## src/rtl/sm4_pkg.sv

```systemverilog
// Shared SM4 constants, state encoding and small helpers used by the round engine.
package sm4_pkg;

  localparam int unsigned SM4_ROUNDS = 32;

  typedef enum logic [0:0] {StIdle, StRun} sm4_state_e;

  // Standard SM4 S-box, entry 0 in the most significant byte.
  localparam logic [2047:0] SBOX_FLAT = {
    128'hd690e9fecce13db716b614c228fb2c05,
    128'h2b679a762abe04c3aa44132649860699,
    128'h9c4250f491ef987a33540b43edcfac62,
    128'he4b31ca9c908e89580df94fa758f3fa6,
    128'h4707a7fcf37317ba83593c19e6854fa8,
    128'h686b81b27164da8bf8eb0f4b70569d35,
    128'h1e240e5e6358d1a225227c3b01217887,
    128'hd40046579fd327524c3602e7a0c4c89e,
    128'heabf8ad240c738b5a3f7f2cef96115a1,
    128'he0ae5da49b341a55ad933230f58cb1e3,
    128'h1df6e22e8266ca60c02923ab0d534e6f,
    128'hd5db3745defd8e2f03ff6a726d6c5b51,
    128'h8d1baf92bbddbc7f11d95c411f105ad8,
    128'h0ac13188a5cd7bbd2d74d012b8e5b4b0,
    128'h8969974a0c96777e65b9f109c56ec684,
    128'h18f07dec3adc4d2079ee5f3ed7cb3948
  };

  function automatic logic [7:0] sbox_lookup(input logic [7:0] x);
    return SBOX_FLAT[2047 - 8 * int'(x) -: 8];
  endfunction

  // Round key i lives in rk_flat[32*i+31:32*i].
  function automatic logic [31:0] rk_slice(input logic [1023:0] rk_flat, input logic [4:0] idx);
    return rk_flat[32 * int'(idx) +: 32];
  endfunction

endpackage

```

## src/rtl/sm4_round_engine_if.sv

```systemverilog
// Handshake, key and data bus between key expansion / host and the SM4 round engine.
interface sm4_round_engine_if;
  logic           sm4_enable;
  logic           key_ready;
  logic [1023:0]  rk_flat;
  logic           in_valid;
  logic           in_ready;
  logic [127:0]   data_in;
  logic [127:0]   data_out;
  logic           out_valid;
  logic           busy;

  modport master (
    output sm4_enable, key_ready, rk_flat, in_valid, data_in,
    input  in_ready, data_out, out_valid, busy
  );

  modport slave (
    input  sm4_enable, key_ready, rk_flat, in_valid, data_in,
    output in_ready, data_out, out_valid, busy
  );
endinterface

```

## src/rtl/sm4_t_func.sv

```systemverilog
// SM4 round transform T = L(tau(a)): four S-box lookups followed by the linear mix.
module sm4_t_func
  import sm4_pkg::*;
(
  input  logic [31:0] a_i,
  output logic [31:0] t_o
);

  logic [31:0] b;

  // Non-linear byte substitution then L(B) = B ^ B<<<2 ^ B<<<10 ^ B<<<18 ^ B<<<24.
  always_comb begin
    b   = {sbox_lookup(a_i[31:24]), sbox_lookup(a_i[23:16]),
           sbox_lookup(a_i[15:8]),  sbox_lookup(a_i[7:0])};
    t_o = b ^ {b[29:0], b[31:30]} ^ {b[21:0], b[31:22]} ^
          {b[13:0], b[31:14]} ^ {b[7:0], b[31:8]};
  end

endmodule

```

## src/rtl/sm4_round_engine.sv

```systemverilog
// Iterative SM4 datapath: one round per clock, registered result with a one-cycle valid pulse.
module sm4_round_engine
  import sm4_pkg::*;
#(
  parameter int unsigned ROUNDS = SM4_ROUNDS
) (
  input logic                clk,
  input logic                rst_n,
  sm4_round_engine_if.slave  bus
);

  localparam logic [4:0] LastRound = 5'(ROUNDS - 1);

  sm4_state_e   state_q;
  logic [4:0]   cnt_q;
  logic [127:0] x_q;         // {X0, X1, X2, X3}, X0 in the top word
  logic [127:0] data_out_q;
  logic         out_valid_q;
  logic         in_ready;
  logic [31:0]  t_out;
  logic [31:0]  new_word;

  assign in_ready = (state_q == StIdle) && bus.sm4_enable && bus.key_ready;

  sm4_t_func u_t_func (
    .a_i (x_q[95:64] ^ x_q[63:32] ^ x_q[31:0] ^ rk_slice(bus.rk_flat, cnt_q)),
    .t_o (t_out)
  );

  assign new_word = x_q[127:96] ^ t_out;

  // Control FSM and datapath registers; disable has priority over every other action.
  always_ff @(posedge clk or negedge rst_n) begin
    if (!rst_n) begin
      state_q     <= StIdle;
      cnt_q       <= '0;
      x_q         <= '0;
      data_out_q  <= '0;
      out_valid_q <= 1'b0;
    end else begin
      out_valid_q <= 1'b0;
      if (!bus.sm4_enable) begin
        state_q <= StIdle;
        cnt_q   <= '0;
      end else begin
        unique case (state_q)
          StIdle: begin
            if (bus.in_valid && in_ready) begin
              x_q     <= bus.data_in;
              cnt_q   <= '0;
              state_q <= StRun;
            end
          end
          StRun: begin
            x_q   <= {x_q[95:0], new_word};
            cnt_q <= cnt_q + 5'd1;
            if (cnt_q == LastRound) begin
              // Reverse transform: (X35, X34, X33, X32).
              data_out_q  <= {new_word, x_q[31:0], x_q[63:32], x_q[95:64]};
              out_valid_q <= 1'b1;
              cnt_q       <= '0;
              state_q     <= StIdle;
            end
          end
          default: state_q <= StIdle;
        endcase
      end
    end
  end

  assign bus.in_ready  = in_ready;
  assign bus.data_out  = data_out_q;
  assign bus.out_valid = out_valid_q;
  assign bus.busy      = (state_q == StRun);

endmodule

```

## src/flat_wrapper.sv

```systemverilog
// flat-port wrapper written by rule: the top's interface ports become plain ports
module sm4_round_engine_flat import sm4_pkg::*;
#(
  parameter int unsigned ROUNDS = SM4_ROUNDS
)
  (clk, rst_n, bus_sm4_enable, bus_key_ready, bus_rk_flat, bus_in_valid, bus_data_in, bus_in_ready, bus_data_out, bus_out_valid, bus_busy);
  sm4_round_engine_if bus_i ();
  input logic clk;
  input logic rst_n;
  input wire logic [$bits(bus_i.sm4_enable)-1:0] bus_sm4_enable;
  input wire logic [$bits(bus_i.key_ready)-1:0] bus_key_ready;
  input wire logic [$bits(bus_i.rk_flat)-1:0] bus_rk_flat;
  input wire logic [$bits(bus_i.in_valid)-1:0] bus_in_valid;
  input wire logic [$bits(bus_i.data_in)-1:0] bus_data_in;
  output wire logic [$bits(bus_i.in_ready)-1:0] bus_in_ready;
  output wire logic [$bits(bus_i.data_out)-1:0] bus_data_out;
  output wire logic [$bits(bus_i.out_valid)-1:0] bus_out_valid;
  output wire logic [$bits(bus_i.busy)-1:0] bus_busy;
  assign bus_i.sm4_enable = bus_sm4_enable;
  assign bus_i.key_ready = bus_key_ready;
  assign bus_i.rk_flat = bus_rk_flat;
  assign bus_i.in_valid = bus_in_valid;
  assign bus_i.data_in = bus_data_in;
  assign bus_in_ready = bus_i.in_ready;
  assign bus_data_out = bus_i.data_out;
  assign bus_out_valid = bus_i.out_valid;
  assign bus_busy = bus_i.busy;
  sm4_round_engine #(.ROUNDS(ROUNDS)) u_core (.clk(clk), .rst_n(rst_n), .bus(bus_i));
endmodule
```

## config.mk

```make
export PLATFORM = sky130hd
export DESIGN_NAME = sm4_round_engine_flat
export DESIGN_NICKNAME = d
export VERILOG_FILES = /design/src/rtl/sm4_pkg.sv /design/src/rtl/sm4_round_engine_if.sv /design/src/rtl/sm4_t_func.sv /design/src/rtl/sm4_round_engine.sv /design/src/flat_wrapper.sv
export SDC_FILE = /design/constraint.sdc
export NUM_CORES = 2
export LEC_CHECK = 0
export CAP_MARGIN = 20
export CELL_PAD_IN_SITES_DETAIL_PLACEMENT = 1
export CELL_PAD_IN_SITES_GLOBAL_PLACEMENT = 1
export CORE_AREA = 2 2 499 501
export DETAILED_ROUTE_END_ITERATION = 10
export DIE_AREA = 0 0 501 503
export PLACE_DENSITY_LB_ADDON = 0.1
export SLEW_MARGIN = 10
export SYNTH_ARGS = -nofsm -noshare
export SYNTH_HDL_FRONTEND = slang
export SYNTH_HIERARCHICAL = 1
export SYNTH_SLANG_ARGS = --single-unit
```

## constraint.sdc

```tcl
create_clock -name clk -period 5.2 [get_ports clk]
set_input_delay 1.04 -clock clk [delete_from_list [all_inputs] [get_ports clk]]
set_output_delay 1.04 -clock clk [all_outputs]
set_load 0.1 [all_outputs]
```

==> key figures <==
Status
  • Outcome: complete, but fails checks
  • Violated checks: setup timing

Routing
  • DRT iter0 DRCs: 3387
  • 1st-pass router iterations: 5
  • Vias/cell: a little under 5
  • Remaining DRCs: 0
  • Final wirelength: between 300000 and 400000 um
  • Routed length per instance: 37.74 um
  • Vias: roughly 50000
  • DRT antenna net count: 0

Yosys
  • Largest family of logic cells by synthesized area: compound AO/OA/AOI/OAI gates
  • Synthesized flop and latch total: around 260
  • Ranking of synthesized cells by area: dfrtp_1 (18%), mux2i_1 (17%), a22oi_1 (5.5%)
  • Multiplexer area fraction after synthesis: 0.2202
  • Post-synthesis adder-cell area fraction: 0.01827
  • Number of enable flip-flop cells after synthesis: 0
  • Synth Flop Type: dfrtp_1
  • Synth cell count leaders: mux2i_1 (630), nand2_1 (403), o21ai_0 (392), a21oi_1 (338), a22oi_1 (268)
  • YS warnings: 6
  • Asr flop ratio synth: 1.000
  • Synth Area in Simple Gates: 0.1579
  • Post-Syn Area per Cell: ~8 um2
  • Synth Area in Compound Gates: 0.2876
  • Post-synthesis sequential area ratio: 0.1813
  • Share of the synthesized area in the top cell type: 0.1813
  • Cell count after synthesis: ~4500
  • Post-Syn Nets: ~5700
  • Synthesized area: roughly 36000 um2
  • Post-Synth XOR/XNOR Area: 0.05973
  • Top-count cell post-synth: mux2i_1
  • Yosys cell types: approximately 120
  • Area leader, netlist: dfrtp_1

Setup path
  • RR Startpoint: u_core/cnt_q[0]
  • Max incr delay on CP: roughly 0.57 ns
  • Max FO, Critical Path: 6
  • Setup crit start kind: register
  • Slowest CP cell: dfrtp_4
  • Critical path class: register to register
  • Top delay family on crit path: buffers and inverters
  • CP endpoint kind: register
  • WP data required: roughly 5.7 ns
  • Crit path from: u_core/cnt_q[0]
  • Worst path bufs/invs: 13
  • Critical Path AT: between 6 and 7 ns
  • Crit-path most repeated cell: buf_6

Final layout
  • Area growth from synthesis to layout: 98.58%
  • Register Area: 6589 um2
  • Fill cell count: approximately 28000
  • Share of layout cells above drive strength 1: 0.3610
  • Multi-input gate area: slightly above 30000 um2
  • # nets final: roughly 8300

Timing
  • Setup Skew: approximately 0.048 ns
  • Final WS setup: -1.067 ns
  • Hold Fails Final Rpt: 0
  • RSZ-0062 raised after global routing: yes
  • Final Cycle Share: 1.205
  • Relative slew slack: 0.1928
  • Setup_tns: -50.44 ns
  • Fmax: between 150 and 200 MHz
  • Final worst path period need: between 6 and 7 ns
  • Final setup vio count: 64
  • Worst Max-Slew Pin Slew: 1.207 ns
  • Final Slew Violations: 0

Clock network
  • Clock slew at reported path FFs: ~0.060 ns
  • Clk_lat worst skew: 0.69 ns
  • Max Buffers Root-to-Sink: 3
  • CTS tree: done
  • Num CTS Buffers: 43
  • Hold Buf Count CTS: 0
  • H-Tree Depth: 2
  • CTS Sinks: between 200 and 300
  • Root Buffer: clkbuf_16

Global route
  • Vias in the first global route: roughly 53000
  • Total congestion overflow: 0
  • Initial antenna violation count: roughly 130
  • First-pass GRT wire length: 513200 um
  • Global Route Usage Sum: 0.3005
  • Largest net degree at the start of global routing: ~150

Die
  • Initial Utilization: 0.1469
  • Placeable Area: approximately 250000 um2
  • Core Rows: roughly 180
  • Die area: around 250000 um2
  • Die H: around 500 um
  • Die X: 501 um
  • Ports: between 1000 and 1500

Placed design
  • Final HPWL from detailed placement: around 340000 um
  • GPL Wtd Cong: 0.9724
  • # port buffers: between 1000 and 1500

Job
  • Max Cap Viol: 0

Min path
  • HP Class: input pin to async pin
flip-flops by register name, summed over array words and instances (netlist names):
register              cells
u_core/bus.out_valid      1
u_core/bus.data_out     128
u_core/bus.busy           1
u_core/x_q              128
u_core/cnt_q              5
final timing paths:
path	slack, ns	cells past startpoint	to
setup / recovery	-1.07	30	u_core/x_q[17]
hold / removal	0.33	1	u_core/bus.data_out[118]
setup reg to reg	-1.07	30	u_core/x_q[17]
hold reg to reg	0.48	2	u_core/bus.data_out[117]
max in group asynchronous	3.69	2	u_core/x_q[38]
min in group clk	0.48	2	u_core/bus.data_out[117]
logic make-up after synthesis:
family | after synthesis
compound gates | 1576
xor+xnor | 216
fa+ha+maj | 53
buf+inv | 522
flops | 263
mux | 758
simple gates | 1124
metrics by stage:
stage	std cells	utilization	worst slack [ns]	cell area (um2)	hold WS, ns
floorplan	4512	-	0.01511	36380	0.4702
global placement	10202	0.2640	-3.436	65230	0.4629
detailed placement	10205	0.2643	-3.463	65290	0.4738
CTS	10354	0.2859	-0.9682	70640	0.3564
global route	10427	0.2917	-1.168	72070	0.3697
finish	10436	0.2918	-1.067	72090	0.3267
repair_timing:
item / CTS / global route
cloned: 3 / 1
pin swaps: 128 / 91
buffers inserted: 76 / 26
setup endpoints to repair: 64 / 64
resized for setup: 680 / 236
layout make-up:
cell class | instances | share of cell area
multi-input cells | 3727 | 0.4308
diodes | 64 | 0.002222
flip-flops and latches | 263 | 0.09140
repair buffers | 3026 | 0.3972
clock inverters | 14 | 0.002794
well taps | 3237 | 0.05618
clock buffers | 64 | 0.01727
inverters | 41 | 0.002204
routing by layer:
layer / routed length, um / track usage / vias up
li1: - / - / 22291
met1: 165100 / 0.3719 / 25655
met2: 190000 / 0.5151 / 1773
met3: 20190 / 0.04819 / 450
met4: 18180 / 0.1243 / 52
met5: 368 / 0 / -
placed cells by master (no fill, tap or decap), types with 34 or more instances in the layout:
cell type / synthesis / layout
buf_4: 68 / 1454
clkdlybuf4s50_1: 0 / 1274
mux2i_1: 630 / 590
nand2_1: 403 / 390
o21ai_0: 392 / 303
a21oi_1: 338 / 291
dfrtp_1: 263 / 261
a22oi_1: 268 / 238
buf_12: 0 / 161
nor2_1: 151 / 131
buf_6: 41 / 118
nand3_1: 124 / 112
mux2_2: 106 / 102
nand2b_1: 103 / 81
xnor2_2: 2 / 71
o21ai_1: 6 / 67
a31oi_1: 77 / 66
nor2b_1: 82 / 65
diode_2: 0 / 64
nor3_1: 64 / 58
o211ai_1: 54 / 54
clkbuf_16: 0 / 44
a211oi_1: 53 / 40
xnor2_1: 142 / 39
a21oi_2: 0 / 39
xor2_1: 51 / 36
xnor2_4: 0 / 34
Power is not shown: default switching activity piles up to over one toggle a cycle in this logic, so the estimate is an artifact.
